==> src/rtl/cpu_pkg.sv <==
// Shared CPU front-end definitions: default widths, reset PC,
// fetch FSM states and the prefetch entry layout.
package cpu_pkg;

    localparam int unsigned DEF_ADDR_W  = 8;
    localparam int unsigned DEF_INSTR_W = 16;

    localparam logic [DEF_ADDR_W-1:0] RESET_PC = '0;

    typedef enum logic [1:0] {
        ST_IDLE,
        ST_WAIT,
        ST_DROP
    } fetch_state_e;

    typedef struct packed {
        logic [DEF_ADDR_W-1:0]  pc;
        logic [DEF_INSTR_W-1:0] instr;
    } fetch_entry_t;

endpackage

==> src/rtl/fetch_fifo.sv <==
// Prefetch FIFO with synchronous flush, occupancy count and a registered
// head so the consumer sees flop outputs that hold while not popped.
module fetch_fifo #(
    parameter int unsigned WIDTH = 24,
    parameter int unsigned DEPTH = 4
) (
    input  logic                     clk,
    input  logic                     rst_n,
    input  logic                     flush,
    input  logic                     push,
    input  logic [WIDTH-1:0]         push_data,
    input  logic                     pop,
    output logic [$clog2(DEPTH):0]   count,
    output logic                     head_valid,
    output logic [WIDTH-1:0]         head_data
);

    localparam int unsigned PTR_W = $clog2(DEPTH);
    localparam int unsigned CNT_W = PTR_W + 1;

    logic [WIDTH-1:0] mem_q [DEPTH];
    logic [PTR_W-1:0] wr_ptr_q, wr_ptr_d;
    logic [PTR_W-1:0] rd_ptr_q, rd_ptr_d;
    logic [CNT_W-1:0] count_q, count_d;
    logic [CNT_W-1:0] remain;
    logic             head_valid_q, head_valid_d;
    logic [WIDTH-1:0] head_data_q, head_data_d;
    logic             pop_ok;
    logic             wr_en;

    // Next pointers, occupancy and head; the head is the pushed word when
    // nothing else survives the pop, so a push into an empty FIFO is
    // visible right after the same edge.
    always_comb begin
        wr_ptr_d     = wr_ptr_q;
        rd_ptr_d     = rd_ptr_q;
        count_d      = count_q;
        head_valid_d = head_valid_q;
        head_data_d  = head_data_q;
        wr_en        = 1'b0;
        pop_ok       = pop & head_valid_q;
        remain       = count_q - CNT_W'(pop_ok);
        if (flush) begin
            wr_ptr_d     = '0;
            rd_ptr_d     = '0;
            count_d      = '0;
            head_valid_d = 1'b0;
        end else begin
            if (push) begin
                wr_en    = 1'b1;
                wr_ptr_d = wr_ptr_q + PTR_W'(1);
            end
            if (pop_ok) begin
                rd_ptr_d = rd_ptr_q + PTR_W'(1);
            end
            count_d      = remain + CNT_W'(push);
            head_valid_d = (count_d != '0);
            if (remain == '0) begin
                if (push) begin
                    head_data_d = push_data;
                end
            end else begin
                head_data_d = mem_q[rd_ptr_d];
            end
        end
    end

    // Storage array; contents need no reset since validity lives in count.
    always_ff @(posedge clk) begin
        if (wr_en) begin
            mem_q[wr_ptr_q] <= push_data;
        end
    end

    // Control and head registers.
    always_ff @(posedge clk) begin
        if (!rst_n) begin
            wr_ptr_q     <= '0;
            rd_ptr_q     <= '0;
            count_q      <= '0;
            head_valid_q <= 1'b0;
            head_data_q  <= '0;
        end else begin
            wr_ptr_q     <= wr_ptr_d;
            rd_ptr_q     <= rd_ptr_d;
            count_q      <= count_d;
            head_valid_q <= head_valid_d;
            head_data_q  <= head_data_d;
        end
    end

    assign count      = count_q;
    assign head_valid = head_valid_q;
    assign head_data  = head_data_q;

endmodule

==> src/rtl/fetch_unit.sv <==
// Instruction fetch stage: owns the PC, issues one outstanding imem
// request at a time, buffers results in a prefetch FIFO and hands them to
// decode. A redirect flushes the buffer and restarts fetch at the target.
// Optional macro FETCH_PERF_CNT_EN adds perf_fetched/perf_flushed counters.
module fetch_unit
    import cpu_pkg::*;
#(
    parameter int unsigned ADDR_W     = DEF_ADDR_W,
    parameter int unsigned INSTR_W    = DEF_INSTR_W,
    parameter int unsigned FIFO_DEPTH = 4
) (
    input  logic               clk,
    input  logic               rst_n,
    output logic               imem_req,
    output logic [ADDR_W-1:0]  imem_addr,
    input  logic               imem_ack,
    input  logic [INSTR_W-1:0] imem_rdata,
    input  logic               redirect,
    input  logic [ADDR_W-1:0]  redirect_pc,
    output logic               dec_valid,
    input  logic               dec_ready,
    output logic [INSTR_W-1:0] dec_instr,
    output logic [ADDR_W-1:0]  dec_pc
`ifdef FETCH_PERF_CNT_EN
    ,
    output logic [15:0]        perf_fetched,
    output logic [15:0]        perf_flushed
`endif
);

    localparam int unsigned CNT_W = $clog2(FIFO_DEPTH) + 1;
    localparam logic [CNT_W-1:0]  DEPTH_C = CNT_W'(FIFO_DEPTH);
    localparam logic [ADDR_W-1:0] PC_ONE  = ADDR_W'(1);

    fetch_state_e              state_q, state_d;
    logic [ADDR_W-1:0]         pc_q, pc_d;
    logic [ADDR_W-1:0]         target_q, target_d;
    logic [ADDR_W-1:0]         addr_q, addr_d;
    logic                      req_q, req_d;
    logic                      ack;
    logic                      push;
    logic [CNT_W-1:0]          fifo_count;
    logic [ADDR_W+INSTR_W-1:0] head_data;

    fetch_fifo #(
        .WIDTH (ADDR_W + INSTR_W),
        .DEPTH (FIFO_DEPTH)
    ) u_fifo (
        .clk        (clk),
        .rst_n      (rst_n),
        .flush      (redirect),
        .push       (push),
        .push_data  ({pc_q, imem_rdata}),
        .pop        (dec_ready),
        .count      (fifo_count),
        .head_valid (dec_valid),
        .head_data  (head_data)
    );

    assign {dec_pc, dec_instr} = head_data;
    assign ack       = req_q & imem_ack;
    assign imem_req  = req_q;
    assign imem_addr = addr_q;

    // Fetch sequencing: request issue, response capture and redirect
    // handling including the drop of a response already in flight.
    always_comb begin
        state_d  = state_q;
        pc_d     = pc_q;
        target_d = target_q;
        addr_d   = addr_q;
        req_d    = req_q;
        push     = 1'b0;
        unique case (state_q)
            ST_IDLE: begin
                if (redirect) begin
                    pc_d = redirect_pc;
                end else if (fifo_count < DEPTH_C) begin
                    req_d   = 1'b1;
                    addr_d  = pc_q;
                    state_d = ST_WAIT;
                end
            end
            ST_WAIT: begin
                if (redirect) begin
                    if (ack) begin
                        pc_d    = redirect_pc;
                        req_d   = 1'b0;
                        state_d = ST_IDLE;
                    end else begin
                        target_d = redirect_pc;
                        state_d  = ST_DROP;
                    end
                end else if (ack) begin
                    push    = 1'b1;
                    pc_d    = pc_q + PC_ONE;
                    req_d   = 1'b0;
                    state_d = ST_IDLE;
                end
            end
            ST_DROP: begin
                if (ack) begin
                    pc_d    = redirect ? redirect_pc : target_q;
                    req_d   = 1'b0;
                    state_d = ST_IDLE;
                end else if (redirect) begin
                    target_d = redirect_pc;
                end
            end
            default: begin
                req_d   = 1'b0;
                state_d = ST_IDLE;
            end
        endcase
    end

    // FSM, PC and registered request outputs.
    always_ff @(posedge clk) begin
        if (!rst_n) begin
            state_q  <= ST_IDLE;
            pc_q     <= ADDR_W'(RESET_PC);
            target_q <= '0;
            addr_q   <= '0;
            req_q    <= 1'b0;
        end else begin
            state_q  <= state_d;
            pc_q     <= pc_d;
            target_q <= target_d;
            addr_q   <= addr_d;
            req_q    <= req_d;
        end
    end

`ifdef FETCH_PERF_CNT_EN
    logic [15:0]      fetched_q, fetched_d;
    logic [15:0]      flushed_q, flushed_d;
    logic [16:0]      fetched_sum, flushed_sum;
    logic [CNT_W-1:0] flush_entries;
    logic             pop_ok;
    logic             drop_resp;

    // Saturating counts; entries popped in the redirect cycle were
    // delivered, so only the remainder counts as flushed.
    always_comb begin
        pop_ok        = dec_valid & dec_ready;
        drop_resp     = ack & ((state_q == ST_DROP) | ((state_q == ST_WAIT) & redirect));
        flush_entries = redirect ? (fifo_count - CNT_W'(pop_ok)) : '0;
        fetched_sum   = {1'b0, fetched_q} + 17'(push);
        flushed_sum   = {1'b0, flushed_q} + 17'(flush_entries) + 17'(drop_resp);
        fetched_d     = fetched_sum[16] ? '1 : fetched_sum[15:0];
        flushed_d     = flushed_sum[16] ? '1 : flushed_sum[15:0];
    end

    // Performance counter registers.
    always_ff @(posedge clk) begin
        if (!rst_n) begin
            fetched_q <= '0;
            flushed_q <= '0;
        end else begin
            fetched_q <= fetched_d;
            flushed_q <= flushed_d;
        end
    end

    assign perf_fetched = fetched_q;
    assign perf_flushed = flushed_q;
`endif

endmodule

==> config.mk <==
export PLATFORM = sky130hd
export DESIGN_NAME = fetch_unit
export DESIGN_NICKNAME = d
export VERILOG_FILES = /design/src/rtl/cpu_pkg.sv /design/src/rtl/fetch_fifo.sv /design/src/rtl/fetch_unit.sv
export SDC_FILE = /design/constraint.sdc
export NUM_CORES = 1
export LEC_CHECK = 0
export ABC_AREA = 1
export BUFFER_PORTS_ARGS = -buffer_cell sky130_fd_sc_hd__buf_2
export CORE_MARGIN = 1.5
export CORE_UTILIZATION = 54
export CTS_CLUSTER_DIAMETER = 100
export DETAILED_ROUTE_END_ITERATION = 10
export PLACE_DENSITY = 0.76
export RECOVER_POWER = 50
export SYNTH_ARGS = -nofsm -noshare
export SYNTH_HDL_FRONTEND = slang
export SYNTH_SLANG_ARGS = --single-unit
==> constraint.sdc <==
create_clock -name clk -period 2.9 [get_ports clk]
set_clock_uncertainty 0.2 [all_clocks]
set_input_delay 0.29 -clock clk [delete_from_list [all_inputs] [get_ports clk]]
set_output_delay 0.29 -clock clk [all_outputs]
set_load 0.01 [all_outputs]
==> out/results.txt, run 1 <==
tightest hold margin: 0.0790 ns
final setup vio count: 0
total power: 4.83 mW
pwr/cell area: 594 nW/µm²
dpl hpwl: 10.3 mm
HP Class: input port to flip-flop
Synth warnings: 0
utilization after layout: 64.4%
gp weighted congestion: 0.848
Crit-path slowest cell: dlygate4sd3_1
worst-skew pair later-pin latency: 0.43 ns
syn nets: 790
Root Driver: clkbuf_16
NetSw: 1.11 mW
Inserted Diodes: 0
# DRC: 0
mapped cell area: 6970 µm²
initial core utilization: 55.2%
fin cells: 1014
Max Cap Viol: 0
fin crit period: 2.58 ns
status: complete, no violations
Fillers: 1035
CP top delay family: buffers and inverters
wire per inst: 16.7 µm
Sw Ratio: 23.0%
worst path cell trace: inv_1, ha_1, o21ai_0, nor2_1, buf_4, o21ai_0, a21oi_1, dlygate4sd3_1
Placement Rows: 41
hold-fix buffers at CTS: 25
fmax: 0.387 GHz
clk buf depth: 2
DR vias/cell: 5.67
CTS Buf Count: 17
Gate power share: 7.3%
Die Span X: 117 µm
Tcrit/Tclk final: 89.0%
Area Overhead vs Synth: 16.6%
P_leak: 3.25 nW
VDD IR max: 0.455 mV
I/O Buffers: 62
GRT overflow: 0
CTS Sinks: 155
pin count of the biggest net entering global routing: 45
syn_area_per_cell: 9.31 µm²
Final TNS setup: 0 ns
cell mode on critical path: o21ai_0
Pre-Repair DR Iteration Count: 5
CP startpoint kind: flip-flop
nets: 871
worst path buffer plus inverter count: 3
Max-slew headroom: 32.2%
CP Max Fanout: 16
Die Ht: 117 µm
Mapped Cells: 748
CTS clk-pin slew, worst paths: 0.06 ns
share of cells above drive strength 1: 8.31%
Seq/Total Area, Yosys: 58.3%
synth unique cells: 31
Final Max Slew Viols: 0
DR iter-0 viols: 770
core area: 12600 µm²
register share of total power: 50.9%
Final Hold Vio Count: 0
clock power share: 41.9%
final WL: 16.9 mm
critical path's largest stage delay: 0.55 ns
Routed Antenna Nets: 0
area of the multi-input gates: 2440 µm²
via count: 5752
CTS tree: yes
global-route wire length before repair: 26.9 mm
post-CTS setup buffer count: 0
critical path class: flip-flop to flip-flop
slew of the pin with the lowest slew margin: 1.01 ns
gr usage total: 26.5%
unrepaired setup endpoints after global routing: no
I/O pin cnt: 63
Worst Path Required: 3.01 ns
placed insts: 957
register area: 4060 µm²
Seq cells post-synth: 155
Arr. time, crit path: 2.69 ns
initial antenna violation count: 0
die area: 13600 µm²
# resized after CTS: 0
H-tree Lvls: 4
Cell Int Power: 3.72 mW
vias in the first global route: 5539
Critical Path Sink Type: flip-flop
==> placed cells by master, fill, tap and decap left out, drive strengths merged, types with 3 or more instances in the layout <==
master	count
o21ai	41
dfxtp	59
a31oi	4
edfxtp	96
nand2	125
buf	29
nor3	3
ha	13
dlygate4sd3	25
nand3	132
inv	58
nand3b	24
clkbuf	72
clkinv	8
nor2	81
a21oi	62
==> power groups by stage <==
stage	clock network, mW	registers [mW]	logic [mW]
floorplan	0	2.50	0.209
global placement	0	2.50	0.319
detailed placement	0	2.50	0.328
CTS	2.04	2.45	0.358
global route	2.13	2.46	0.393
finish	2.02	2.46	0.352
==> path summary, 6_finish.rpt <==
kind	slack, ns	end	startpoint	cells past startpoint
setup / recovery	0.32	target_q[0]	state_q[0]	8
hold / removal	0.08	imem_req	imem_ack	4
setup reg to reg	0.32	target_q[0]	state_q[0]	8
hold reg to reg	0.34	target_q[3]	target_q[3]	2
==> per-layer routing <==
layer	global-route usage (%)	vias to the layer above	share of wire (%)
li1	-	2722	-
met5	0	-	0
met2	43.6	275	49
met1	33.5	2714	41
met3	6.28	41	8.0
met4	11.6	0	2.4
==> area by class of cell <==
cell class / count / area share, %
well taps: 172 / 2.65
flip-flops and latches: 155 / 50.0
inverters: 59 / 2.73
repair buffers: 104 / 8.01
clock inverters: 10 / 0.955
multi-input cells: 492 / 30.1
clock buffers: 22 / 5.59
==> sequential cells by signal, summed over array words and instances (netlist names) <==
name / cells
u_fifo.count: 3
u_fifo.mem_q: 96
state_q: 2
u_fifo.head_valid: 1
imem_req: 1
u_fifo.head_data: 24
pc_q: 8
u_fifo.wr_ptr_q: 2
u_fifo.rd_ptr_q: 2
imem_addr: 8
target_q: 8
==> cell usage after synthesis (all sizes together) <==
master	count	area, µm²
nand3b	24	180
clkinv	1	3.75
inv	58	218
ha	13	163
nand4	2	12.5
a211oi	1	7.51
nor2	81	328
a21oi	62	310
clkbuf	11	42.5
xor2	1	8.76
nand3	132	676
o211a	1	10.0
o21bai	2	15.0
nor3	3	15.0
edfxtp	96	2880
nand2	125	487
a31oi	4	25.0
buf	31	193
o21ai	41	209
dfxtp	59	1180
==> per-stage QoR <==
| step | instance area, µm² | setup slack (ns) |
|---|---|---|
| 2_1_floorplan | 6970 | 0.138 |
| 3_3_place_gp | 7420 | 0.560 |
| 3_5_place_dp | 7420 | 0.436 |
| 4_1_cts | 8200 | 0.417 |
| 5_1_grt | 8130 | 0.133 |
| 6_report | 8130 | 0.319 |
==> worst min-delay path: stages <==
cell     delay, ns
buf_2         0.08
nand2_1       0.09
a21oi_1       0.14
nor3_1        0.06
==> kinds of logic after synthesis <==
logic type	after synthesis	synth area share, %
adders and majority gates	13	2.33
and+or+nand+nor	367	24.4
DFF	155	58.3
AOI/OAI and AO/OA	111	8.28
xor gates and xnor gates	1	0.126
buffers and inverters	101	6.56
Power figures use the tool's default switching activity.
==> inputs of run 2 (changes only) <==
==> constraint.sdc (replaced) <==
create_clock -name clk -period 2.9 [get_ports clk]
set_clock_uncertainty 0.2 [all_clocks]
set_input_delay 0.145 -clock clk [delete_from_list [all_inputs] [get_ports clk]]
set_output_delay 0.145 -clock clk [all_outputs]
set_load 0.01 [all_outputs]
==> run 2 against run 1 <==
  * Total power up 3.9%
  * Register-to-register slack improved by 0.21 ns
  * Die area stayed put
  * Flip-flop and latch count unchanged
==> out/results.txt, run 2 (synthesis gave the netlist of run 1 again) <==
via count: 5686 (was 5752)
die area: 13600 µm² (unchanged)
clk buf depth: 2 (unchanged)
nets: 876 (was 871)
dpl hpwl: 10.5 mm (was 10.3 mm)
initial antenna violation count: 0 (unchanged)
Worst Path Required: 3.02 ns (was 3.01 ns)
NetSw: 1.10 mW (was 1.11 mW)
worst path buffer plus inverter count: 4 (was 3)
Tcrit/Tclk final: 81.8% (was 89.0%)
VDD IR max: 0.451 mV (was 0.455 mV)
gp weighted congestion: 0.865 (was 0.848)
Routed Antenna Nets: 0 (unchanged)
Final Max Slew Viols: 0 (unchanged)
I/O Buffers: 62 (unchanged)
Sw Ratio: 21.8% (was 23.0%)
clock power share: 44.1% (was 41.9%)
share of cells above drive strength 1: 8.85% (was 8.31%)
Cell Int Power: 3.92 mW (was 3.72 mW)
worst path cell trace: inv_1, ha_1, inv_2, nor2_8, nand2_4, inv_1, ha_1, ha_1, xor2_1, nand3_1, nand2_1, inv_1 (was inv_1, ha_1, o21ai_0, nor2_1, buf_4, o21ai_0, a21oi_1, dlygate4sd3_1)
slew of the pin with the lowest slew margin: 0.938 ns (was 1.01 ns)
final WL: 17.0 mm (was 16.9 mm)
CP Max Fanout: 20 (was 16)
fin crit period: 2.37 ns (was 2.58 ns)
Final Hold Vio Count: 0 (unchanged)
Root Driver: clkbuf_16 (unchanged)
CTS Sinks: 155 (unchanged)
pwr/cell area: 611 nW/µm² (was 594 nW/µm²)
worst-skew pair later-pin latency: 0.42 ns (was 0.43 ns)
Max-slew headroom: 37.2% (was 32.2%)
cell area after layout: 8210 µm² (was 8130 µm²)
H-tree Lvls: 4 (unchanged)
Final TNS setup: 0 ns (unchanged)
vias in the first global route: 5600 (was 5539)
commonest non-fill, non-tap cell in the layout: nand3_1 (unchanged)
Die Span X: 117 µm (unchanged)
critical path's largest stage delay: 0.38 ns (was 0.55 ns)
gr usage total: 26.6% (was 26.5%)
CTS clk-pin slew, worst paths: 0.06 ns (about the same)
CTS Buf Count: 17 (unchanged)
P_leak: 3.30 nW (was 3.25 nW)
Inserted Diodes: 0 (unchanged)
core area: 12600 µm² (unchanged)
commonest cells after routing, fill and taps aside: nand3_1, nand2_1, edfxtp_1 (unchanged)
GRT overflow: 0 (unchanged)
DR vias/cell: 5.58 (was 5.67)
number of flip-flops in the largest register: 96 (unchanged)
Critical Path Sink Type: flip-flop (unchanged)
Arr. time, crit path: 2.49 ns (was 2.69 ns)
Area Overhead vs Synth: 17.8% (was 16.6%)
Max Cap Viol: 0 (unchanged)
hold-fix buffers at CTS: 26 (was 25)
Biggest register: u_fifo.mem_q (unchanged)
placed cell area: 7440 µm² (was 7420 µm²)
Pre-Repair DR Iteration Count: 5 (unchanged)
post-CTS setup buffer count: 0 (unchanged)
unrepaired setup endpoints after global routing: no (unchanged)
fmax: 0.422 GHz (was 0.387 GHz)
# DRC: 0 (unchanged)
CP startpoint kind: flip-flop (unchanged)
status: complete, no violations (unchanged)
Die Ht: 117 µm (unchanged)
CP top delay family: adder cells (was buffers and inverters)
Crit-path slowest cell: dfxtp_1 (was dlygate4sd3_1)
DR iter-0 viols: 525 (was 770)
global-route wire length before repair: 27.2 mm (was 26.9 mm)
Gate power share: 6.9% (was 7.3%)
# resized after CTS: 0 (unchanged)
critical path class: flip-flop to flip-flop (unchanged)
I/O pin cnt: 63 (unchanged)
HP Class: input port to flip-flop (unchanged)
final setup vio count: 0 (unchanged)
register share of total power: 49.0% (was 50.9%)
pin count of the biggest net entering global routing: 48 (was 45)
initial core utilization: 55.2% (unchanged)
wire per inst: 16.6 µm (was 16.7 µm)
CTS tree: yes (unchanged)
Placement Rows: 41 (unchanged)
run 2: cell types whose count changed in the layout (fill, tap and decap cells not counted), moves of 2 or more:
cell       previous run  this run
buf_4                15        19
bufinv_16             1         3
clkinv_1              3         1
clkbuf_1             54        56
run 2: metrics by stage:
stage | util, % | worst slack, ns | power (mW) | hold slack [ns] | std cells
CTS | 65.7 | 0.531 | 5.04 | 0.0757 | 1019
global placement | 58.9 | 0.730 | 2.81 | 0.174 | 961
detailed placement | 58.9 | 0.613 | 2.82 | 0.181 | 961
finish | 65.1 | 0.529 | 5.02 | 0.0894 | 1019
global route | 65.1 | 0.311 | 5.18 | 0.162 | 1019
floorplan | - | 0.138 | 2.71 | 0.0439 | 748
run 2: worst paths after layout:
check	from	endpoint	slack (ns)	depth (start not counted)
hold reg to reg	target_q[7]	target_q[7]	0.34	2
setup reg to reg	state_q[1]	u_fifo.head_valid	0.53	12
hold / removal	redirect	target_q[1]	0.09	5
setup / recovery	state_q[1]	u_fifo.head_valid	0.53	12
run 2: area by class of cell:
type                       count  area (µm²)
clock buffer                  24         472
clock inverter                 8         118
fill                        1043        4410
inverter                      59         221
multi-input combinational    492        2440
sequential                   155        4060
tap                          172         215
timing repair buffer         109         674
run 2: power by group through the flow:
stage	clock network, mW	registers, mW	logic (mW)
3_5_place_dp	0	2.50	0.324
6_report	2.21	2.46	0.346
3_3_place_gp	0	2.50	0.315
4_1_cts	2.23	2.45	0.354
5_1_grt	2.33	2.46	0.392
2_1_floorplan	0	2.50	0.209
run 2: routing by layer:
layer / global-route usage (%) / vias to the layer above / share of wire, %
met3: 5.29 / 37 / 7.3
met4: 11.7 / 0 / 2.1
li1: - / 2733 / -
met5: 0 / - / 0
met1: 33.0 / 2670 / 42
met2: 45.4 / 246 / 49
run 2: worst min-delay path, stage by stage:
cell     delay, ns
buf_2         0.22
nand2_1       0.10
nand2_1       0.05
nand2_1       0.07
a31oi_1       0.08
==> inputs of run 3 (changes only) <==
Clock period 2.9 ns to 2.1 ns, I/O delays scaled along.
==> run 3 against run 2 <==
  * Highest routed layer unchanged
  * Sequential power grew 38%
  * Flip-flop and latch count is the same
  * Clock power grew 33%
==> out/results.txt, run 3 (synthesis gave the netlist of run 1 again) <==
status: complete, no violations (unchanged)
via count: 5730 (was 5686)
core area: 12600 µm² (unchanged)
VDD IR max: 0.494 mV (was 0.451 mV)
Final Max Slew Viols: 0 (unchanged)
Biggest register: u_fifo.mem_q (unchanged)
final setup vio count: 0 (unchanged)
worst path cell trace: inv_1, ha_1, inv_2, nor2_8, nand2_4, inv_1, ha_1, ha_1, xor2_1, nand3_1, nand2_1, inv_1 (unchanged)
I/O pin cnt: 63 (unchanged)
share of cells above drive strength 1: 10.4% (was 8.85%)
Crit-path slowest cell: dfxtp_2 (was dfxtp_1)
fmax: 0.497 GHz (was 0.422 GHz)
P_leak: 3.38 nW (was 3.30 nW)
fin crit period: 2.01 ns (was 2.37 ns)
Tcrit/Tclk final: 95.7% (was 81.8%)
commonest non-fill, non-tap cell in the layout: nand3_1 (unchanged)
initial antenna violation count: 0 (unchanged)
commonest cells after routing, fill and taps aside: nand3_1, nand2_1, edfxtp_1 (unchanged)
GRT overflow: 0 (unchanged)
Die Span X: 117 µm (unchanged)
Placement Rows: 41 (unchanged)
Worst Path Required: 2.22 ns (was 3.02 ns)
HP Class: input port to flip-flop (unchanged)
Max-slew headroom: 72.4% (was 37.2%)
pin count of the biggest net entering global routing: 38 (was 48)
gp weighted congestion: 0.855 (was 0.865)
worst-skew pair later-pin latency: 0.42 ns (about the same)
Final TNS setup: 0 ns (unchanged)
Pre-Repair DR Iteration Count: 5 (unchanged)
global-route wire length before repair: 26.9 mm (was 27.2 mm)
DR vias/cell: 5.56 (was 5.58)
placed insts: 970 (was 961)
final WL: 17.2 mm (was 17.0 mm)
CTS Sinks: 155 (unchanged)
gr usage total: 26.4% (was 26.6%)
DR iter-0 viols: 516 (was 525)
dpl hpwl: 10.7 mm (was 10.5 mm)
Routed Antenna Nets: 0 (unchanged)
final worst slack: 0.0898 ns (was 0.529 ns)
CTS tree: yes (unchanged)
clk buf depth: 2 (unchanged)
critical path class: flip-flop to flip-flop (unchanged)
Area Overhead vs Synth: 20.4% (was 17.8%)
I/O Buffers: 62 (unchanged)
die area: 13600 µm² (unchanged)
Fillers: 990 (was 1043)
critical path's largest stage delay: 0.37 ns (was 0.38 ns)
# DRC: 0 (unchanged)
Die Ht: 117 µm (unchanged)
vias in the first global route: 5473 (was 5600)
pwr/cell area: 815 nW/µm² (was 611 nW/µm²)
Arr. time, crit path: 2.13 ns (was 2.49 ns)
dpl ws: 0.0837 ns (was 0.613 ns)
CTS clk-pin slew, worst paths: 0.06 ns (about the same)
unrepaired setup endpoints after global routing: yes (was no)
slew of the pin with the lowest slew margin: 0.414 ns (was 0.938 ns)
nets: 887 (was 876)
utilization after layout: 66.5% (was 65.1%)
number of flip-flops in the largest register: 96 (unchanged)
wire per inst: 16.7 µm (was 16.6 µm)
Inserted Diodes: 0 (unchanged)
H-tree Lvls: 4 (unchanged)
total power: 6.83 mW (was 5.02 mW)
initial core utilization: 55.2% (unchanged)
Critical Path Sink Type: flip-flop (unchanged)
CTS Buf Count: 17 (unchanged)
Root Driver: clkbuf_16 (unchanged)
CP startpoint kind: flip-flop (unchanged)
fin cells: 1030 (was 1019)
Final Hold Vio Count: 0 (unchanged)
CP Max Fanout: 4 (was 20)
Max Cap Viol: 0 (unchanged)
run 3: cell count changes in the layout (fill, tap and decap cells not counted), moves of 2 or more:
cell      delta
buf_12       +6
buf_4        +3
clkbuf_1     -3
clkbuf_2     +2
clkinv_1     +3
nor2_2       -4
nor2_4       +5
run 3: repair_timing:
item / in CTS / in global routing
gates resized for setup: 0 / 1
endpoints found under the hold margin: 99 / 0
hold buffers: 26 / 0
setup endpoints to repair: 0 / 25
setup buffers: 0 / 1
run 3: path summary, 6_finish.rpt:
check,start,endpoint,slack [ns],cells after the start
setup / recovery,state_q[1],u_fifo.head_valid,0.09,12
hold / removal,redirect,target_q[1],0.06,5
setup reg to reg,state_q[1],u_fifo.head_valid,0.09,12
hold reg to reg,u_fifo.wr_ptr_q[1],u_fifo.wr_ptr_q[1],0.35,2
run 3: area by class of cell:
type,count,area (µm²),area share (%)
Inverter,59,221,2.64
Tap cell,172,215,2.57
Clock buffer,22,464,5.53
Timing Repair Buffer,120,848,10.1
Sequential cell,155,4070,48.5
Multi-Input combinational cell,492,2480,29.5
Clock inverter,10,98.8,1.18
run 3: power breakdown:
group          total [mW]  switching (mW)  leakage, nW  internal, mW
Sequential           3.39          0.0737         1.35          3.32
Clock                2.93            1.14        0.276          1.79
Combinational       0.507           0.319         1.75         0.189
Total                6.83            1.54         3.38          5.30
run 3: stage by stage:
stage / cell area [µm²] / hold WS, ns
final: 8390 / 0.0597
after global routing: 8390 / 0.101
after CTS: 8420 / 0.0424
after detailed placement: 7600 / 0.140
after global placement: 7600 / 0.130
after floorplan: 7010 / 0.00387
run 3: per-layer routing:
layer,vias up,GRT usage [%],part of all wire [%]
li1,2751,-,-
met1,2697,32.7,41
met2,246,44.5,50
met3,36,5.50,6.7
met4,0,12.5,2.2
met5,-,0,0
run 3: worst max-delay path, delay by kind of cell (launching register included):
family | cells | cell delay, ns
flops | 1 | 0.37
buf+inv | 4 | 0.25
xor+xnor | 1 | 0.18
fa+ha+maj | 3 | 0.59
simple gates | 4 | 0.30
